--- config.mk ---
export PLATFORM = sky130hd
export DESIGN_NAME = ysyx_25020037_ifu
export DESIGN_NICKNAME = d
export VERILOG_FILES = /design/src/rtl/ysyx_25020037_pkg.sv /design/src/rtl/ysyx_25020037_perf_cnt.sv /design/src/rtl/ysyx_25020037_ifu.sv
export SDC_FILE = /design/constraint.sdc
export NUM_CORES = 1
export LEC_CHECK = 0
export ABC_AREA = 1
export CAP_MARGIN = 25
export CORE_MARGIN = 5
export CORE_UTILIZATION = 42
export DETAILED_ROUTE_END_ITERATION = 12
export HOLD_SLACK_MARGIN = 0.03
export PLACE_DENSITY = 0.78
export SLEW_MARGIN = 20
export SYNTH_ARGS = -nofsm -noshare
export SYNTH_HDL_FRONTEND = slang
export SYNTH_HIERARCHICAL = 1
export SYNTH_SLANG_ARGS = --single-unit
--- constraint.sdc ---
create_clock -name clk -period 1.5 [get_ports clk]
set_input_delay 0.225 -clock clk [delete_from_list [all_inputs] [get_ports clk]]
set_output_delay 0.225 -clock clk [all_outputs]
set_load 0.05 [all_outputs]
--- src/rtl/ysyx_25020037_pkg.sv ---
// Shared types and constants for the ysyx_25020037 instruction fetch unit.
`timescale 1ns/1ps
package ysyx_25020037_pkg;

  localparam int unsigned XLEN = 32;

  typedef enum logic [1:0] {
    S_REQ  = 2'd0,
    S_WAIT = 2'd1,
    S_OUT  = 2'd2,
    S_EXEC = 2'd3
  } ifu_state_e;

  localparam logic [XLEN-1:0] RESET_PC_DEF = 32'h8000_0000;
  localparam logic [XLEN-1:0] FAULT_INST   = 32'h0000_0000;

  function automatic logic is_aligned(input logic [XLEN-1:0] addr);
    return addr[1:0] == 2'b00;
  endfunction

endpackage

--- src/rtl/ysyx_25020037_perf_cnt.sv ---
// Free-running wrapping event counter with synchronous reset.
`timescale 1ns/1ps
module ysyx_25020037_perf_cnt #(
  parameter int unsigned CNT_W = 32
) (
  input  logic             clk,
  input  logic             rst,
  input  logic             en_i,
  output logic [CNT_W-1:0] cnt_o
);

  logic [CNT_W-1:0] cnt_q;

  always_ff @(posedge clk) begin
    if (rst) begin
      cnt_q <= '0;
    end else if (en_i) begin
      cnt_q <= cnt_q + CNT_W'(1);
    end
  end

  assign cnt_o = cnt_q;

endmodule

--- src/rtl/ysyx_25020037_ifu.sv ---
// Instruction fetch unit: one outstanding fetch at a time, handed to the decoder,
// then waits for commit to return the next PC.
`timescale 1ns/1ps
module ysyx_25020037_ifu
  import ysyx_25020037_pkg::*;
#(
  parameter logic [XLEN-1:0] RESET_PC = RESET_PC_DEF,
  parameter int unsigned     TIMEOUT  = 1024,
  parameter int unsigned     CNT_W    = 32
) (
  input  logic             clk,
  input  logic             rst,
  output logic             ifu_req_valid,
  input  logic             ifu_req_ready,
  output logic [XLEN-1:0]  ifu_req_addr,
  input  logic             ifu_rsp_valid,
  output logic             ifu_rsp_ready,
  input  logic [XLEN-1:0]  ifu_rsp_data,
  input  logic             ifu_rsp_err,
  output logic             inst_valid,
  input  logic             inst_ready,
  output logic [XLEN-1:0]  inst,
  output logic [XLEN-1:0]  pc,
  output logic             inst_fault,
  input  logic             next_pc_valid,
  input  logic [XLEN-1:0]  next_pc,
  output logic [CNT_W-1:0] fetch_cnt,
  output logic [CNT_W-1:0] stall_cnt
);

  localparam int unsigned TMO_W    = (TIMEOUT < 2) ? 1 : $clog2(TIMEOUT + 1);
  localparam int unsigned TMO_LAST = (TIMEOUT == 0) ? 0 : TIMEOUT - 1;

  ifu_state_e       state_q, state_d;
  logic [XLEN-1:0]  pc_q, pc_d;
  logic [XLEN-1:0]  inst_q, inst_d;
  logic             fault_q, fault_d;
  logic [TMO_W-1:0] tmo_q, tmo_d;
  logic             req_valid_q, req_valid_d;
  logic             rsp_ready_q, rsp_ready_d;
  logic             inst_valid_q, inst_valid_d;
  logic             fetch_en;
  logic             stall_en;

  always_ff @(posedge clk) begin
    if (rst) begin
      state_q      <= S_REQ;
      pc_q         <= RESET_PC;
      inst_q       <= FAULT_INST;
      fault_q      <= 1'b0;
      tmo_q        <= '0;
      req_valid_q  <= is_aligned(RESET_PC);
      rsp_ready_q  <= 1'b0;
      inst_valid_q <= 1'b0;
    end else begin
      state_q      <= state_d;
      pc_q         <= pc_d;
      inst_q       <= inst_d;
      fault_q      <= fault_d;
      tmo_q        <= tmo_d;
      req_valid_q  <= req_valid_d;
      rsp_ready_q  <= rsp_ready_d;
      inst_valid_q <= inst_valid_d;
    end
  end

  // Handshake outputs are registered from the next state so they line up with state_q.
  always_comb begin
    state_d = state_q;
    pc_d    = pc_q;
    inst_d  = inst_q;
    fault_d = fault_q;
    tmo_d   = tmo_q;

    case (state_q)
      S_REQ: begin
        if (!is_aligned(pc_q)) begin
          inst_d  = FAULT_INST;
          fault_d = 1'b1;
          state_d = S_OUT;
        end else if (req_valid_q && ifu_req_ready) begin
          tmo_d   = '0;
          state_d = S_WAIT;
        end
      end
      S_WAIT: begin
        if (ifu_rsp_valid) begin
          inst_d  = ifu_rsp_err ? FAULT_INST : ifu_rsp_data;
          fault_d = ifu_rsp_err;
          state_d = S_OUT;
        end else begin
          tmo_d = tmo_q + TMO_W'(1);
          if ((TIMEOUT != 0) && (tmo_q == TMO_W'(TMO_LAST))) begin
            inst_d  = FAULT_INST;
            fault_d = 1'b1;
            state_d = S_OUT;
          end
        end
      end
      S_OUT: begin
        if (inst_ready) begin
          state_d = S_EXEC;
        end
      end
      S_EXEC: begin
        if (next_pc_valid) begin
          pc_d    = next_pc;
          state_d = S_REQ;
        end
      end
      default: state_d = S_REQ;
    endcase

    req_valid_d  = (state_d == S_REQ) && is_aligned(pc_d);
    rsp_ready_d  = (state_d == S_WAIT);
    inst_valid_d = (state_d == S_OUT);
  end

  assign fetch_en = (state_q == S_OUT) && inst_ready;
  assign stall_en = (state_q == S_REQ) || (state_q == S_WAIT);

  ysyx_25020037_perf_cnt #(.CNT_W(CNT_W)) u_fetch_cnt (
    .clk   (clk),
    .rst   (rst),
    .en_i  (fetch_en),
    .cnt_o (fetch_cnt)
  );

  ysyx_25020037_perf_cnt #(.CNT_W(CNT_W)) u_stall_cnt (
    .clk   (clk),
    .rst   (rst),
    .en_i  (stall_en),
    .cnt_o (stall_cnt)
  );

  assign ifu_req_valid = req_valid_q;
  assign ifu_req_addr  = pc_q;
  assign ifu_rsp_ready = rsp_ready_q;
  assign inst_valid    = inst_valid_q;
  assign inst          = inst_q;
  assign pc            = pc_q;
  assign inst_fault    = fault_q;

endmodule

Word level (Yosys, flattened, before mapping). Index checks and enable logic that the tools add are counted.

Logic and storage cells: 59. Input port bits: 71. Output and inout bits: 164. Register bits: 145.

Equal/unequal tests: 11. Multiplexer cells: 22. Add/subtract/negate cells: 3. Reductions and logical operators: 12.

Operators by type and width (count): $mux 32 (4); $add 32x1->32 const B (2); $pmux 32 s2 (1); $mux 11 (3); $pmux 11 s2 (1); $mux 2 (8); $add 11x1->11 const B (1); $eq 11x10->1 const B (1); $logic_not 2->1 (4); $ne 2x2->1 const B (4); $pmux 2 s4 (1); $eq 2x2->1 const B (3); $eq 2x1->1 const B (2); $reduce_and 4->1 (1); $logic_and 1x1->1 (3); $mux 1 (3); $ne 3x3->1 const B (1); $reduce_and 3->1 (1); $pmux 1 s2 (1); $reduce_and 2->1 (1); $reduce_bool 2->1 (1); $logic_or 1x1->1 (1).

Depth between registers and ports, before layout.
Depth in word-level cells: 6. Depth in mapped cells: 12. Gate-level depth less buffers: 11.

By module. Netlist, hierarchy kept.

By module, submodules not included: ysyx_25020037_perf_cnt (times used 2, area an instance 1793.0 sq um, sequential area each 640.6 sq um, cells each 263); ysyx_25020037_ifu (times used 1, area an instance 3326.9 sq um, sequential area each 1621.6 sq um, cells each 452).

Worst setup path before layout. Ideal clock, no wire load.

Path type: register -> register. From: register u_fetch_cnt.cnt_q[0] (netlist: u_fetch_cnt/cnt_o[0]). To: register u_fetch_cnt.cnt_q[24] (netlist: u_fetch_cnt/cnt_o[24]). Buffers on the path: 0. Arrival: 1.604 ns. Stages on the path, launching flop included: 9. Clock period less this slack: 1.721 ns. Required time: 1.383 ns. Setup time: 0.117 ns. Path slack: -0.221 ns. Cells stage by stage: dfxtp_1 > ha_1 > nand2_2 > nor2_4 > nand3_4 > nor2_2 > nand3_1 > nand2_1 > nor2_1.

Longest elaborated chain between the ends: 1.

Ends and longest elaborated chain: from (decl) (RTL line ysyx_25020037_perf_cnt.sv:12) `logic [CNT_W-1:0] cnt_q;`; from (signal assigned) (RTL line ysyx_25020037_perf_cnt.sv:18) `cnt_q <= cnt_q + CNT_W'(1);`; $add 32x1->32 (RTL line ysyx_25020037_perf_cnt.sv:18).

No other way between the ends. A chain may end at the register's enable or synchronous reset.

Final worst setup path.
From: register state_q[1]. To: register u_fetch_cnt.cnt_q[14] (netlist: u_fetch_cnt/cnt_o[14]).

Longest elaborated chain between the ends: 2.

Ends and longest elaborated chain: from (decl) (RTL line ysyx_25020037_ifu.sv:34) `ifu_state_e state_q, state_d;`; from (signal assigned) (RTL line ysyx_25020037_ifu.sv:56) `state_q <= state_d;`; $eq 2x2->1 (RTL line ysyx_25020037_ifu.sv:119) `assign fetch_en = (state_q == S_OUT) && inst_ready;`; $logic_and 1x1->1 (RTL line ysyx_25020037_ifu.sv:119); via fetch_en (RTL line ysyx_25020037_ifu.sv:42) `logic fetch_en;`.

The timed path passes the listed nets, and every way through them passes these cells.

==> out/metrics.yaml <==
cells_and_area:
  syn_to_final_growth_pct: 55.60
  diodes: 0
  area_taken_by_multi_input_logic_gates_sq_mm: 0.003369
  final-instance-count-excl-fill: 1465
  final.fill_count: 1356
  regArea_sq_mm: 0.002958
  layout-drive-gt1-share: 0.3181
  postLayoutCellArea_sq_mm: 0.01076
  fin_nets: 1306
placement:
  finalWeightedCongestion: 0.9006
  dp_hpwl_mm: 15.71
  pre_cts_ws_ns: -0.3505
  numPortBuffers: 234
  postPlaceCellArea_sq_mm: 0.01006
  place.detailed.instances: 1430
yosys:
  synth.yosys.seq_area_share: 0.4199
  yosysTopAreaCell: "dfxtp_1"
  synth-async-reset-ratio: 0
  synthesis.nets: 1052
  synth_area_leaders: "dfxtp_1, nand2_1, a21oi_1, nor2_1, inv_1"
  syn_inst: 978
  muxShareOfSynthArea: 0
  synth.distinct_cells: 30
  synth_fa_ha_area_frac: 0.005430
  synthDominantCellAreaShare: 0.4199
  synth_edf_count: 0
  synth_xor_xnor_area_share: 0.007602
  register_bit_count_reported_by_yosys: 145
  synth_area_sq_mm: 0.006913
  synth_top_flop_cell: "dfxtp_1"
  avgSynthCellArea_sq_um: 7.068
  synth-simple-area-share: 0.3528
  synthesis.yosys.warnings: 6
  synth-compound-area-share: 0.1053
  dominant_combinational_cell_family_by_area_after_synthesis: "simple AND/OR/NAND/NOR gates"
min_path:
  type_of_the_most_critical_hold_path: "in -> reg"
worst_setup_path:
  slowest_delay_ns: 0.37
  crit_type: "reg -> reg"
  critPathTopFamily: "simple AND/OR/NAND/NOR gates"
  endpoint_kind: "flip-flop"
  cp.arrival_ns: 1.82
  timing.critical_path.fanout_max: 6
  start_kind: "flip-flop"
  timing.critical_path.required_ns: 1.79
  worstPathCellList: "nand2_2, nor2_2, buf_6, nand2_4, nor2_4, nand3_4, nor2_4, nand3_2, nand2_2, nor2_2"
  critical_path_buf_inv_count: 1
  cpMaxStageDelayCell: "dfxtp_4"
die:
  top_level_ports: 235
  core_area_sq_mm: 0.01635
  die_h_microns: 138.3
  die_ar_sq_mm: 0.01913
  num_rows: 47
  die_width_microns: 138.3
  initial_utilization: 0.4229
pwr:
  pwr_density_cell_mw_per_mm2: 850.2
  power.static_leakage_nw: 4.500
  ir_worst_vdd_mv: 0.7120
timing:
  relSlewSlack: 0.7925
  final-hold-violation-count: 0
  final-setup-viol-count: 1
  fin_setup_tns_ns: -0.02478
  fmax_ghz: 0.6558
  timing_max_transition_violations_final: 0
  rsz0062_at_grt: "yes"
  layout_min_cycle_time_ns: 1.525
  clock_skew_ns: 0.009236
  final_critical_path_setup_slack_ns: -0.02478
  timing.final.crit_share: 1.017
  tightestPinTransition_ns: 0.3108
clock_network:
  htree_levels: 4
  clk_pin_slew_worst_paths_ns: 0.06
  clk_sink_count: 145
  tritoncts: "done"
  worstSkewPairLatency_ns: 0.42
  root_buffer: "clkbuf_16"
  max-clock-path-buffers: 2
  cts-buffers-inserted: 17
  cts_hold_buffers: 0
grt:
  grt_antenna_before_repair: 0
  globalRouteTotalUtil: 0.2102
  pin_count_of_the_biggest_net_entering_global_routing: 52
  first_global_vias: 6987
  globalRoute.totalOverflow: 0
  grt_first_pass_wirelength_mm: 33.83
drt:
  post_drt_wl_per_cell_microns: 14.18
  drtIter0Drc: 418
  detail_route.first_pass.iterations: 6
  finalWirelength_mm: 20.78
  route.detailed.vias_per_inst: 4.897
  route.antenna.remaining_nets: 0
  route.detailed.drc: 0
  vias: 7174
status:
  outcome: "finished, violations left"
  violations_in_the_final_reports: "setup timing"
run:
  maxCapViolCount: 0
[metrics by stage]
| step | util | hold slack, ns | total power [mW] |
|---|---|---|---|
| 2_1_floorplan | - | 0.3382 | 4.667 |
| 3_3_place_gp | 0.6151 | 0.4466 | 5.181 |
| 3_5_place_dp | 0.6151 | 0.4523 | 5.192 |
| 4_1_cts | 0.6500 | 0.1692 | 9.183 |
| 5_1_grt | 0.6580 | 0.1902 | 9.488 |
| 6_report | 0.6580 | 0.1808 | 9.145 |
[where the power goes]
group	internal (mW)	leakage (nW)	switching, mW	total, mW
combinational	0.502	3.05	0.654	1.16
sequential	3.93	1.19	0.0626	3.99
clock	2.32	0.265	1.68	4.00
total	6.75	4.50	2.39	9.15
[cells in the final DEF, fill, tap and decap left out, drive strengths merged]
master	n
nor2	145
buf	225
bufinv	1
nand3	56
o21ai	24
nand2	297
clkinv	6
a31o	2
a21oi	112
clkdlybuf4s50	69
nand3b	1
nand4	21
and3	2
inv	97
clkbuf	19
clkinvlp	4
xnor2	6
ha	3
nor3	5
o21a	4
dfxtp	145
nor3b	1
[worst register-to-register path: stages (launching register included)]
cell and delay (ns):
dfxtp_4 0.37, nand2_2 0.06, nor2_2 0.09, buf_6 0.15, nand2_4 0.07, nor2_4 0.14
nand3_4 0.14, nor2_4 0.17, nand3_2 0.08, nand2_2 0.10, nor2_2 0.04
[final timing paths]
path,startpoint,endpoint,slack [ns],depth (start not counted)
setup reg to reg,state_q[1],u_fetch_cnt/cnt_o[14],-0.02,10
hold / removal,rst,inst[17],0.18,2
hold reg to reg,inst[31],inst[31],0.46,2
setup / recovery,state_q[1],u_fetch_cnt/cnt_o[14],-0.02,10
[sequential cells by signal, indices dropped and copies added, names as in the netlist]
name / count
state_q: 2
inst_fault: 1
ifu_req_valid: 1
tmo_q: 11
inst_valid: 1
inst: 32
u_stall_cnt/cnt_o: 32
ifu_req_addr: 32
ifu_rsp_ready: 1
u_fetch_cnt/cnt_o: 32
[cells by family (layout without fill, tap and decap cells)]
logic type | after synthesis | in the layout
AND/OR/NAND/NOR | 528 | 528
buffers and inverters | 154 | 421
flip-flops | 145 | 145
AO/OA/AOI/OAI | 142 | 142
XOR/XNOR | 6 | 6
adder cells (fa/ha/maj) | 3 | 3
[cell type report]
| class | instances | share of cell area |
|---|---|---|
| multi-input combinational | 679 | 0.3132 |
| clock buffer | 19 | 0.04118 |
| tap | 220 | 0.02559 |
| clock inverter | 13 | 0.01047 |
| timing repair buffer | 294 | 0.3005 |
| inverter | 95 | 0.03408 |
| sequential | 145 | 0.2750 |
[Yosys cell counts (16+ instances only)]
cell type  instances
nand2_1          269
dfxtp_1          145
a21oi_1          112
nor2_1           104
inv_1             86
nand3_1           52
buf_4             32
nand2_2           28
nor2_2            23
nand4_1           21
o21ai_0           21
nor2_4            16
[metal layers]
metal | up-vias | part of all wire | global-route usage
met5 | - | 0 | 0
met4 | 0 | 0.020 | 0.06812
met3 | 29 | 0.071 | 0.06354
li1 | 3587 | - | -
met2 | 253 | 0.50 | 0.3708
met1 | 3305 | 0.41 | 0.2438
[repair_timing]
item,in CTS,in global routing
gates resized for setup,3,33
endpoints found under the setup margin,5,65
pin swaps,0,18
setup buffers,0,3
endpoints found under the hold margin,0,0
No activity file was read; power rests on OpenSTA's default activity.
